## config.mk

```make
export PLATFORM = sky130hd
export DESIGN_NAME = regfile_write_arbiter
export DESIGN_NICKNAME = d
export VERILOG_FILES = /design/src/rtl/regfile_write_arbiter_pkg.sv /design/src/rtl/regfile_write_arbiter_rr_arbiter.sv /design/src/rtl/regfile_write_arbiter.sv
export SDC_FILE = /design/constraint.sdc
export NUM_CORES = 1
export LEC_CHECK = 0
export BUFFER_PORTS_ARGS = -buffer_cell sky130_fd_sc_hd__buf_2
export CAP_MARGIN = 20
export CORE_MARGIN = 4
export CORE_UTILIZATION = 46
export DETAILED_ROUTE_END_ITERATION = 6
export PLACE_DENSITY_LB_ADDON = 0.2
export SLEW_MARGIN = 40
export SYNTH_ARGS = -nofsm -noshare
export SYNTH_HDL_FRONTEND = slang
export SYNTH_SLANG_ARGS = --single-unit
export TNS_END_PERCENT = 50
```

## constraint.sdc

```tcl
create_clock -name clk -period 3.6 [get_ports clk]
set_input_delay 0.18 -clock clk [delete_from_list [all_inputs] [get_ports clk]]
set_output_delay 0.18 -clock clk [all_outputs]
set_load 0.02 [all_outputs]
```

## src/rtl/regfile_write_arbiter_pkg.sv

```systemverilog
// rf_defs: shared register-file constants for the write-port arbiter.
package rf_defs;
    localparam int REG_ADDR_W = 5;
    localparam int NUM_REGS = 32;
    localparam int DEFAULT_DATA_WIDTH = 32;
    localparam logic [REG_ADDR_W-1:0] REG_ZERO = 5'd0;
endpackage

```

## src/rtl/regfile_write_arbiter_rr_arbiter.sv

```systemverilog
// rr_arbiter: combinational round-robin pick starting at ptr_i, ascending with wrap.
module rr_arbiter #(
    parameter int NUM_REQ = 3,
    localparam int IW = $clog2(NUM_REQ)
) (
    input  logic [NUM_REQ-1:0] req_i,
    input  logic [IW-1:0]      ptr_i,
    input  logic               en_i,
    output logic [NUM_REQ-1:0] gnt_o,
    output logic [IW-1:0]      idx_o
);
    logic found;
    int   j;
    always_comb begin
        found = 1'b0;
        idx_o = '0;
        j = 0;
        for (int k = 0; k < NUM_REQ; k++) begin
            j = int'(ptr_i) + k;
            if (j >= NUM_REQ) j = j - NUM_REQ;
            if (!found && req_i[IW'(j)]) begin
                found = 1'b1;
                idx_o = IW'(j);
            end
        end
        gnt_o = (found && en_i) ? NUM_REQ'(1) << idx_o : '0;
    end
endmodule

```

## src/rtl/regfile_write_arbiter.sv

```systemverilog
// regfile_write_arbiter: round-robin sharing of the register-file write port
// behind a one-entry output stage, with pending-write mask and conflict counter.
module regfile_write_arbiter
    import rf_defs::*;
#(
    parameter int NUM_REQ    = 3,
    parameter int DATA_WIDTH = DEFAULT_DATA_WIDTH,
    parameter bit DISCARD_R0 = 1'b1
) (
    input  logic                            clk,
    input  logic                            reset,
    input  logic [NUM_REQ-1:0]              req_valid,
    input  logic [NUM_REQ*REG_ADDR_W-1:0]   req_addr,
    input  logic [NUM_REQ*DATA_WIDTH-1:0]   req_data,
    output logic [NUM_REQ-1:0]              req_ready,
    input  logic                            port_stall,
    output logic                            wr_en,
    output logic [REG_ADDR_W-1:0]           wr_sel,
    output logic [DATA_WIDTH-1:0]           wr_data,
    output logic [NUM_REGS-1:0]             pending_mask,
    output logic [15:0]                     conflict_cnt
);
    localparam int IW = $clog2(NUM_REQ);

    logic                  out_valid_q, out_valid_d;
    logic [REG_ADDR_W-1:0] sel_q, sel_d;
    logic [DATA_WIDTH-1:0] data_q, data_d;
    logic [IW-1:0]         ptr_q, ptr_d;
    logic [15:0]           cnt_q, cnt_d;
    logic                  can_accept, xfer, discard;
    logic [IW-1:0]         win;
    logic [REG_ADDR_W-1:0] win_addr;

    assign can_accept = !out_valid_q || !port_stall;

    rr_arbiter #(.NUM_REQ(NUM_REQ)) u_arb (
        .req_i (req_valid),
        .ptr_i (ptr_q),
        .en_i  (can_accept && !reset),
        .gnt_o (req_ready),
        .idx_o (win)
    );

    assign win_addr = req_addr[int'(win)*REG_ADDR_W +: REG_ADDR_W];
    assign xfer     = |(req_valid & req_ready);
    // R0 writes complete the handshake but leave the stage empty
    assign discard  = DISCARD_R0 && (win_addr == REG_ZERO);

    always_comb begin
        out_valid_d = xfer ? !discard : (out_valid_q && port_stall);
        sel_d       = xfer ? win_addr : sel_q;
        data_d      = xfer ? req_data[int'(win)*DATA_WIDTH +: DATA_WIDTH] : data_q;
        ptr_d       = xfer ? ((win == IW'(NUM_REQ-1)) ? '0 : win + 1'b1) : ptr_q;
        cnt_d       = ($countones(req_valid) > 1 && cnt_q != 16'hFFFF) ? cnt_q + 16'd1 : cnt_q;
    end

    always_ff @(posedge clk) begin
        if (reset) begin
            out_valid_q <= 1'b0;
            sel_q       <= '0;
            data_q      <= '0;
            ptr_q       <= '0;
            cnt_q       <= '0;
        end else begin
            out_valid_q <= out_valid_d;
            sel_q       <= sel_d;
            data_q      <= data_d;
            ptr_q       <= ptr_d;
            cnt_q       <= cnt_d;
        end
    end

    assign wr_en        = out_valid_q && !port_stall;
    assign wr_sel       = sel_q;
    assign wr_data      = data_q;
    assign pending_mask = out_valid_q ? NUM_REGS'(1) << sel_q : '0;
    assign conflict_cnt = cnt_q;
endmodule

```

==> metrics.yaml, run 1 <==
global_routing:
  antenna_found_initial: 1
  grt_max_degree: 57
  track_usage_pct: 23.5
  gr-total-overflow: 0
  grt_pass1_wl_um: 16400
  grt_pass1_vias: 3481
power:
  pwr-share-clk_pct: 15.6
  combPwrFrac_pct: 49.3
  power_density_nw_per_um2: 549
  worst_ir_drop_vdd_mv: 0.328
  p_switching_w: 0.00104
  intPower_w: 0.00131
  p_seq_share_pct: 35.2
  p_leak_nw: 2.05
  switching_share_pct: 44.3
placed_design:
  post-dp-hpwl_um: 7900
  dp_cells: 657
  place_area_sq_um: 4180
  port_buffers: 205
  globalplace.congestion: 0.866
worst_setup_path:
  cp_cell_sequence: "inv_1 -> ha_1 -> mux2i_1 -> o22ai_1 -> a32o_4 -> nor2_4 -> nand2_1 -> inv_1 -> buf_2"
  crit_required_ps: 3420
  critPathMaxFanout: 41
  cpMostUsedCell: "inv_1"
  r2r_end: "wr_data[22]"
  worst_path_max_delay_cell: "a32o_4"
  crit_family: "compound AO/OA/AOI/OAI gates"
  slowest_delay_ps: 470
  crit_start: "ptr_q[0]"
  cp-start-kind: "flip-flop"
  rrSetupSlack_ps: 700
  reg2regPathDepth: 9
  cp-endpoint: "req_ready[0]"
  cp_num_cells: 9
  arrival_ps: 2890
  critPathKind: "flip-flop to output port"
  r2r_start: "ptr_q[0]"
  crit_buf_inv: 3
  crit_path_end_kind: "output port"
layout:
  drive_gt1_share_pct: 38.9
  final_cells: 665
  multi_input_area_sq_um: 1880
  syn_to_final_growth_pct: 35.4
  seq_area_sq_um: 1120
  final_nets: 710
  fillers: 604
  stdcell_area_sq_um: 4290
  layout_common_cells: "205 x buf_2, 90 x nor2_1, 56 x dfxtp_1, 45 x nor3_1, 41 x a21oi_1"
  post-route-util_pct: 65.6
  final_common_cell: "buf_2"
  diodes: 0
floorplan:
  die_y_um: 91.0
  start_util_pct: 48.5
  ios: 206
  core_area_sq_um: 6530
  die_w_um: 91.0
  die_area_sq_um: 8270
  num_rows: 29
run:
  drv_cap: 0
clock_tree:
  cts_tree: "yes"
  cts_sinks: 56
  postCtsSetupBuffers: 0
  cts_hold_buf: 0
  clockBufferDepth: 2
  clkTransAtPathRegs_ps: 110
  clock_latency_ps: 310
  cts-root-buf: "clkbuf_8"
  cts_resized: 0
  cts_buffers: 5
  cts_max_level: 2
sta:
  finalSetupViolations: 0
  grt_setup_unrepaired: "no"
  fin_skew_ps: 13.5
  hold_viol_final: 0
  finalCritPeriodShare_pct: 85.3
  fin_crit_ps: 3070
  tightest_slew_ps: 610
  tns_ps: 0
  slew_headroom_pct: 59.2
  fmax_mhz: 326
  slew_violations: 0
route:
  firstDrtPassIters: 4
  drcViolationCount: 0
  dr_total_vias: 3728
  wl_per_cell_um: 15.5
  dr.first_iter.drc_count: 170
  via_per_inst: 5.61
  drtAntennaViolNets: 0
  routed_wl_um: 10300
synth:
  synth_cell_types: 42
  synth.cell_area_sq_um: 3170
  netlist_instances: 401
  synth-async-reset-ratio_pct: 0
  yosys_warnings: 0
  yosysSeqAreaShare_pct: 35.4
  ys_seq_elements: 56
  synthesis.nets: 524
  synth_area_per_cell_sq_um: 7.89
  synth-edff-count: 0
  synth_ff_type: "dfxtp_1"
status:
  outcome: "complete, no violations"
hold_path:
  hold_class: "primary input to flip-flop"
## power groups by stage
| stage | Combinational (W) | Clock (W) | Sequential (W) |
|---|---|---|---|
| global placement | 0.00113 | 0 | 0.000837 |
| detailed placement | 0.00116 | 0 | 0.000838 |
| floorplan | 0.000750 | 0 | 0.000931 |
| global route | 0.00128 | 0.000396 | 0.000846 |
| finish | 0.00116 | 0.000367 | 0.000828 |
| CTS | 0.00116 | 0.000379 | 0.000827 |
## logic make-up after synthesis
logic type / Yosys count / share of synthesized area [%]
adder cells (fa/ha/maj): 6 / 2.37
buffers and inverters: 38 / 5.93
flip-flops: 56 / 35.4
AO/OA/AOI/OAI: 94 / 22.9
XOR/XNOR: 15 / 4.15
AND/OR/NAND/NOR: 188 / 27.6
multiplexers: 4 / 1.58
## area by class of cell
class	instances	share of cell area [%]
inverters	7	0.613
clock inverters	3	0.613
multi-input cells	307	44.0
clock buffers	5	1.61
repair buffers	210	24.8
flip-flops and latches	56	26.2
well taps	77	2.25
## metrics by stage
stage                     hold WS [ps]  setup slack (ps)  power [W]
final                              160               529    0.00236
after global routing               162               334    0.00252
after CTS                          154               429    0.00237
after detailed placement           476               618    0.00200
after global placement             476               802    0.00197
after floorplan                    383              1200    0.00168
## flip-flops by register name (all words and copies together) (netlist names)
register      count
wr_data          32
ptr_q             2
conflict_cnt     16
wr_sel            5
out_valid_q       1
## worst register-to-register path, stage by stage, from the launching register on
cell	delay, ps
dfxtp_1	390
inv_1	80
ha_1	430
mux2i_1	290
o22ai_1	120
a32o_4	470
nor2_4	440
buf_4	330
a21oi_1	110
nor3_1	180
## routing by layer
metal / up-vias / track usage (%) / routed length (um)
li1: 1826 / - / -
met1: 1708 / 28.7 / 4250
met2: 177 / 41.8 / 4990
met3: 15 / 5.45 / 920
met4: 2 / 5.78 / 176
met5: - / 0 / 7
## worst min path at each step
stage / end / depth (start not counted) / start / slack [ps]
CTS: wr_data[13] / 3 / req_data[13] / 150
global placement: wr_data[15] / 2 / wr_data[15] / 480
floorplan: wr_data[0] / 2 / req_data[0] / 380
global route: wr_data[13] / 3 / req_data[13] / 160
detailed placement: wr_data[15] / 2 / wr_data[15] / 480
finish: wr_data[13] / 3 / req_data[13] / 160
## synth_stat cells (2+ instances only)
| cell type | instances | area [sq um] |
|---|---|---|
| nor2_1 | 91 | 342 |
| dfxtp_1 | 56 | 1120 |
| nor3_1 | 45 | 225 |
| a21oi_1 | 41 | 205 |
| a221o_1 | 37 | 370 |
| clkbuf_1 | 22 | 82.6 |
| xnor2_1 | 13 | 114 |
| nand2_1 | 12 | 45.0 |
| nand3_1 | 8 | 40.0 |
| inv_1 | 7 | 26.3 |
| ha_1 | 6 | 75.1 |
| nor2b_1 | 6 | 37.5 |
| buf_6 | 5 | 56.3 |
| nand2b_1 | 4 | 25.0 |
| nand4_1 | 4 | 25.0 |
| and2_1 | 3 | 18.8 |
| buf_2 | 3 | 15.0 |
| or4_1 | 3 | 22.5 |
| a22oi_1 | 2 | 15.0 |
| and3_1 | 2 | 12.5 |
| mux2_4 | 2 | 30.0 |
| mux2i_1 | 2 | 20.0 |
| nand3b_1 | 2 | 15.0 |
| nand4b_1 | 2 | 17.5 |
| nor3_2 | 2 | 20.0 |
| nor4_1 | 2 | 12.5 |
| o21ai_0 | 2 | 10.0 |
| o22ai_1 | 2 | 12.5 |
| xor2_1 | 2 | 17.5 |
Power figures use the tool's default switching activity.
==> inputs of run 2 (changes only) <==
Settings changed: CORE_ASPECT_RATIO from default to 1.4.
Clock period 3.6 ns to 3.71 ns, I/O delays scaled along.
==> run 2 against run 1 <==
Compared with the run above: critical path depth rose by 1; sequential power is 3.5% lower; global-route usage down 0.84 points; first-iteration DRC count fell by 28%; critical endpoint unchanged; setup slack better by 7.8 ps; critical path type unchanged; clock-buffer cell count is the same; sequential share of layout area hardly changed; utilization down 1.3 points; clock skew down 2.9 ps.
==> metrics.yaml, run 2 (synthesized netlist as in run 1, its figures left out) <==
worst_setup_path:
  cp-endpoint: "req_ready[0]"
  r2r_end: "wr_data[4]"
  slowest_delay_ps: 440  # -30 ps
  critPathKind: "flip-flop to output port"
  reg2regPathDepth: 10  # +1
  critPathMaxFanout: 41  # unchanged
  crit_start: "ptr_q[0]"
  cp-start-kind: "flip-flop"
  cp_cell_sequence: "inv_1 -> ha_1 -> mux2i_1 -> o22ai_1 -> a32o_1 -> buf_4 -> nor2_2 -> nand2_1 -> inv_1 -> buf_2"
  r2r_start: "ptr_q[0]"
  cpMostUsedCell: "inv_1"
  worst_path_max_delay_cell: "nor2_2"
  rrSetupSlack_ps: 700  # about the same
  crit_path_end_kind: "output port"
  arrival_ps: 2990  # +100 ps
  crit_required_ps: 3520  # +100 ps
route:
  dr.first_iter.drc_count: 123  # -28%
  routed_wl_um: 9830  # -4.9%
  dr_total_vias: 3654  # -2.0%
  drtAntennaViolNets: 0  # unchanged
  via_per_inst: 5.37  # -4.3%
  wl_per_cell_um: 14.4  # -7.2%
  drcViolationCount: 0  # unchanged
  firstDrtPassIters: 4  # unchanged
placed_design:
  globalplace.congestion: 0.815  # -6.0%
  dp_cells: 674  # +2.6%
  port_buffers: 205  # unchanged
  post-dp-hpwl_um: 7720  # -2.2%
sta:
  fmax_mhz: 315
  finalSetupViolations: 0  # unchanged
  slew_headroom_pct: 60.4  # +1.2 points
  slew_violations: 0  # unchanged
  finalCritPeriodShare_pct: 85.5
  tightest_slew_ps: 595  # -15.0 ps
  grt_setup_unrepaired: "no"
  fin_crit_ps: 3170
  fin_skew_ps: 10.6  # -2.90 ps
  tns_ps: 0  # unchanged
  hold_viol_final: 0  # unchanged
clock_tree:
  cts_buffers: 5  # unchanged
  cts_tree: "yes"
  clkTransAtPathRegs_ps: 100  # about the same
  cts_hold_buf: 0  # unchanged
  cts-root-buf: "clkbuf_8"
  cts_resized: 0  # unchanged
  cts_max_level: 2  # unchanged
  postCtsSetupBuffers: 0  # unchanged
  clock_latency_ps: 300  # about the same
  cts_sinks: 56  # unchanged
  clockBufferDepth: 2  # unchanged
power:
  p_leak_nw: 2.05  # about the same
  p_switching_w: 0.000970  # -7.2%
  switching_share_pct: 43.5  # -0.87 points
  p_seq_share_pct: 35.8  # +0.6 points
  intPower_w: 0.00126  # -3.8%
  combPwrFrac_pct: 49.9  # +0.6 points
  worst_ir_drop_vdd_mv: 0.390  # +19%
  power_density_nw_per_um2: 521  # -5.2%
  pwr-share-clk_pct: 14.3  # -1.3 points
floorplan:
  start_util_pct: 47.6  # -0.91 points
  core_area_sq_um: 6660  # +1.9%
  ios: 206  # unchanged
  die_area_sq_um: 8290  # +0.23%
  die_w_um: 78.1  # -14%
  die_y_um: 106  # +17%
  num_rows: 35  # +21%
status:
  outcome: "complete, no violations"
layout:
  final_cells: 681  # +2.4%
  layout_common_cells: "205 x buf_2, 90 x nor2_1, 56 x dfxtp_1, 45 x nor3_1, 41 x a21oi_1"
  syn_to_final_growth_pct: 35.3  # about the same
  fillers: 619  # +2.5%
  final_nets: 712  # +0.28%
  largest_reg_flops: 32  # unchanged
  diodes: 0  # unchanged
  final_common_cell: "buf_2"
  drive_gt1_share_pct: 38.9  # -0.066 points
global_routing:
  gr-total-overflow: 0  # unchanged
  grt_pass1_wl_um: 15800  # -4.0%
  antenna_found_initial: 0  # -1
  grt_max_degree: 57  # unchanged
  track_usage_pct: 22.7  # -0.84 points
  grt_pass1_vias: 3537  # +1.6%
hold_path:
  hold_class: "primary input to flip-flop"
  hold_depth: 3  # unchanged
run:
  drv_cap: 0  # unchanged
-- run 2: routing by layer --
layer | vias up | routed length (um) | global-route usage, %
met5 | - | 0 | 0
met1 | 1665 | 3790 | 25.6
met3 | 17 | 657 | 4.58
met2 | 147 | 5200 | 42.5
met4 | 0 | 177 | 6.25
li1 | 1825 | - | -
-- run 2: stage by stage --
step                worst slack, ps  area, sq um  hold slack, ps  power [W]  util, %
floorplan                      1300         3170             388    0.00163        -
global placement                923         4200             475    0.00190     63.1
detailed placement              745         4200             477    0.00193     63.1
CTS                             559         4280             171    0.00224     64.3
global route                    290         4280             164    0.00239     64.3
finish                          537         4280             177    0.00223     64.3
-- run 2: power groups by stage --
stage,combinational [W],clock (W),sequential [W]
2_1_floorplan,0.000728,0,0.000904
3_3_place_gp,0.00109,0,0.000810
3_5_place_dp,0.00111,0,0.000811
4_1_cts,0.00112,0.000329,0.000799
5_1_grt,0.00122,0.000352,0.000818
6_report,0.00111,0.000318,0.000799
-- run 2: worst min-delay path by stage --
stage / endpoint / from / slack, ps
5_1_grt: wr_data[26] / req_data[26] / 160
6_report: wr_data[14] / req_data[14] / 180
3_3_place_gp: wr_data[19] / wr_data[19] / 480
4_1_cts: wr_data[26] / req_data[26] / 170
3_5_place_dp: wr_data[19] / wr_data[19] / 480
2_1_floorplan: wr_data[0] / req_data[0] / 390
-- run 2: cell type report --
class	count	area [sq um]	share of cell area, %
multi-input cells	307	1860	43.4
flip-flops and latches	56	1120	26.2
repair buffers	212	1080	25.2
well taps	92	115	2.69
clock buffers	5	68.8	1.61
inverters	7	26.3	0.613
clock inverters	2	12.5	0.292
-- run 2: critical path: cells and delay by family (launching register included) --
kind,cells,cell delay (ps)
simple gates,2,620
buf+inv,4,590
fa+ha+maj,1,420
flops,1,380
compound gates,2,350
mux,1,300
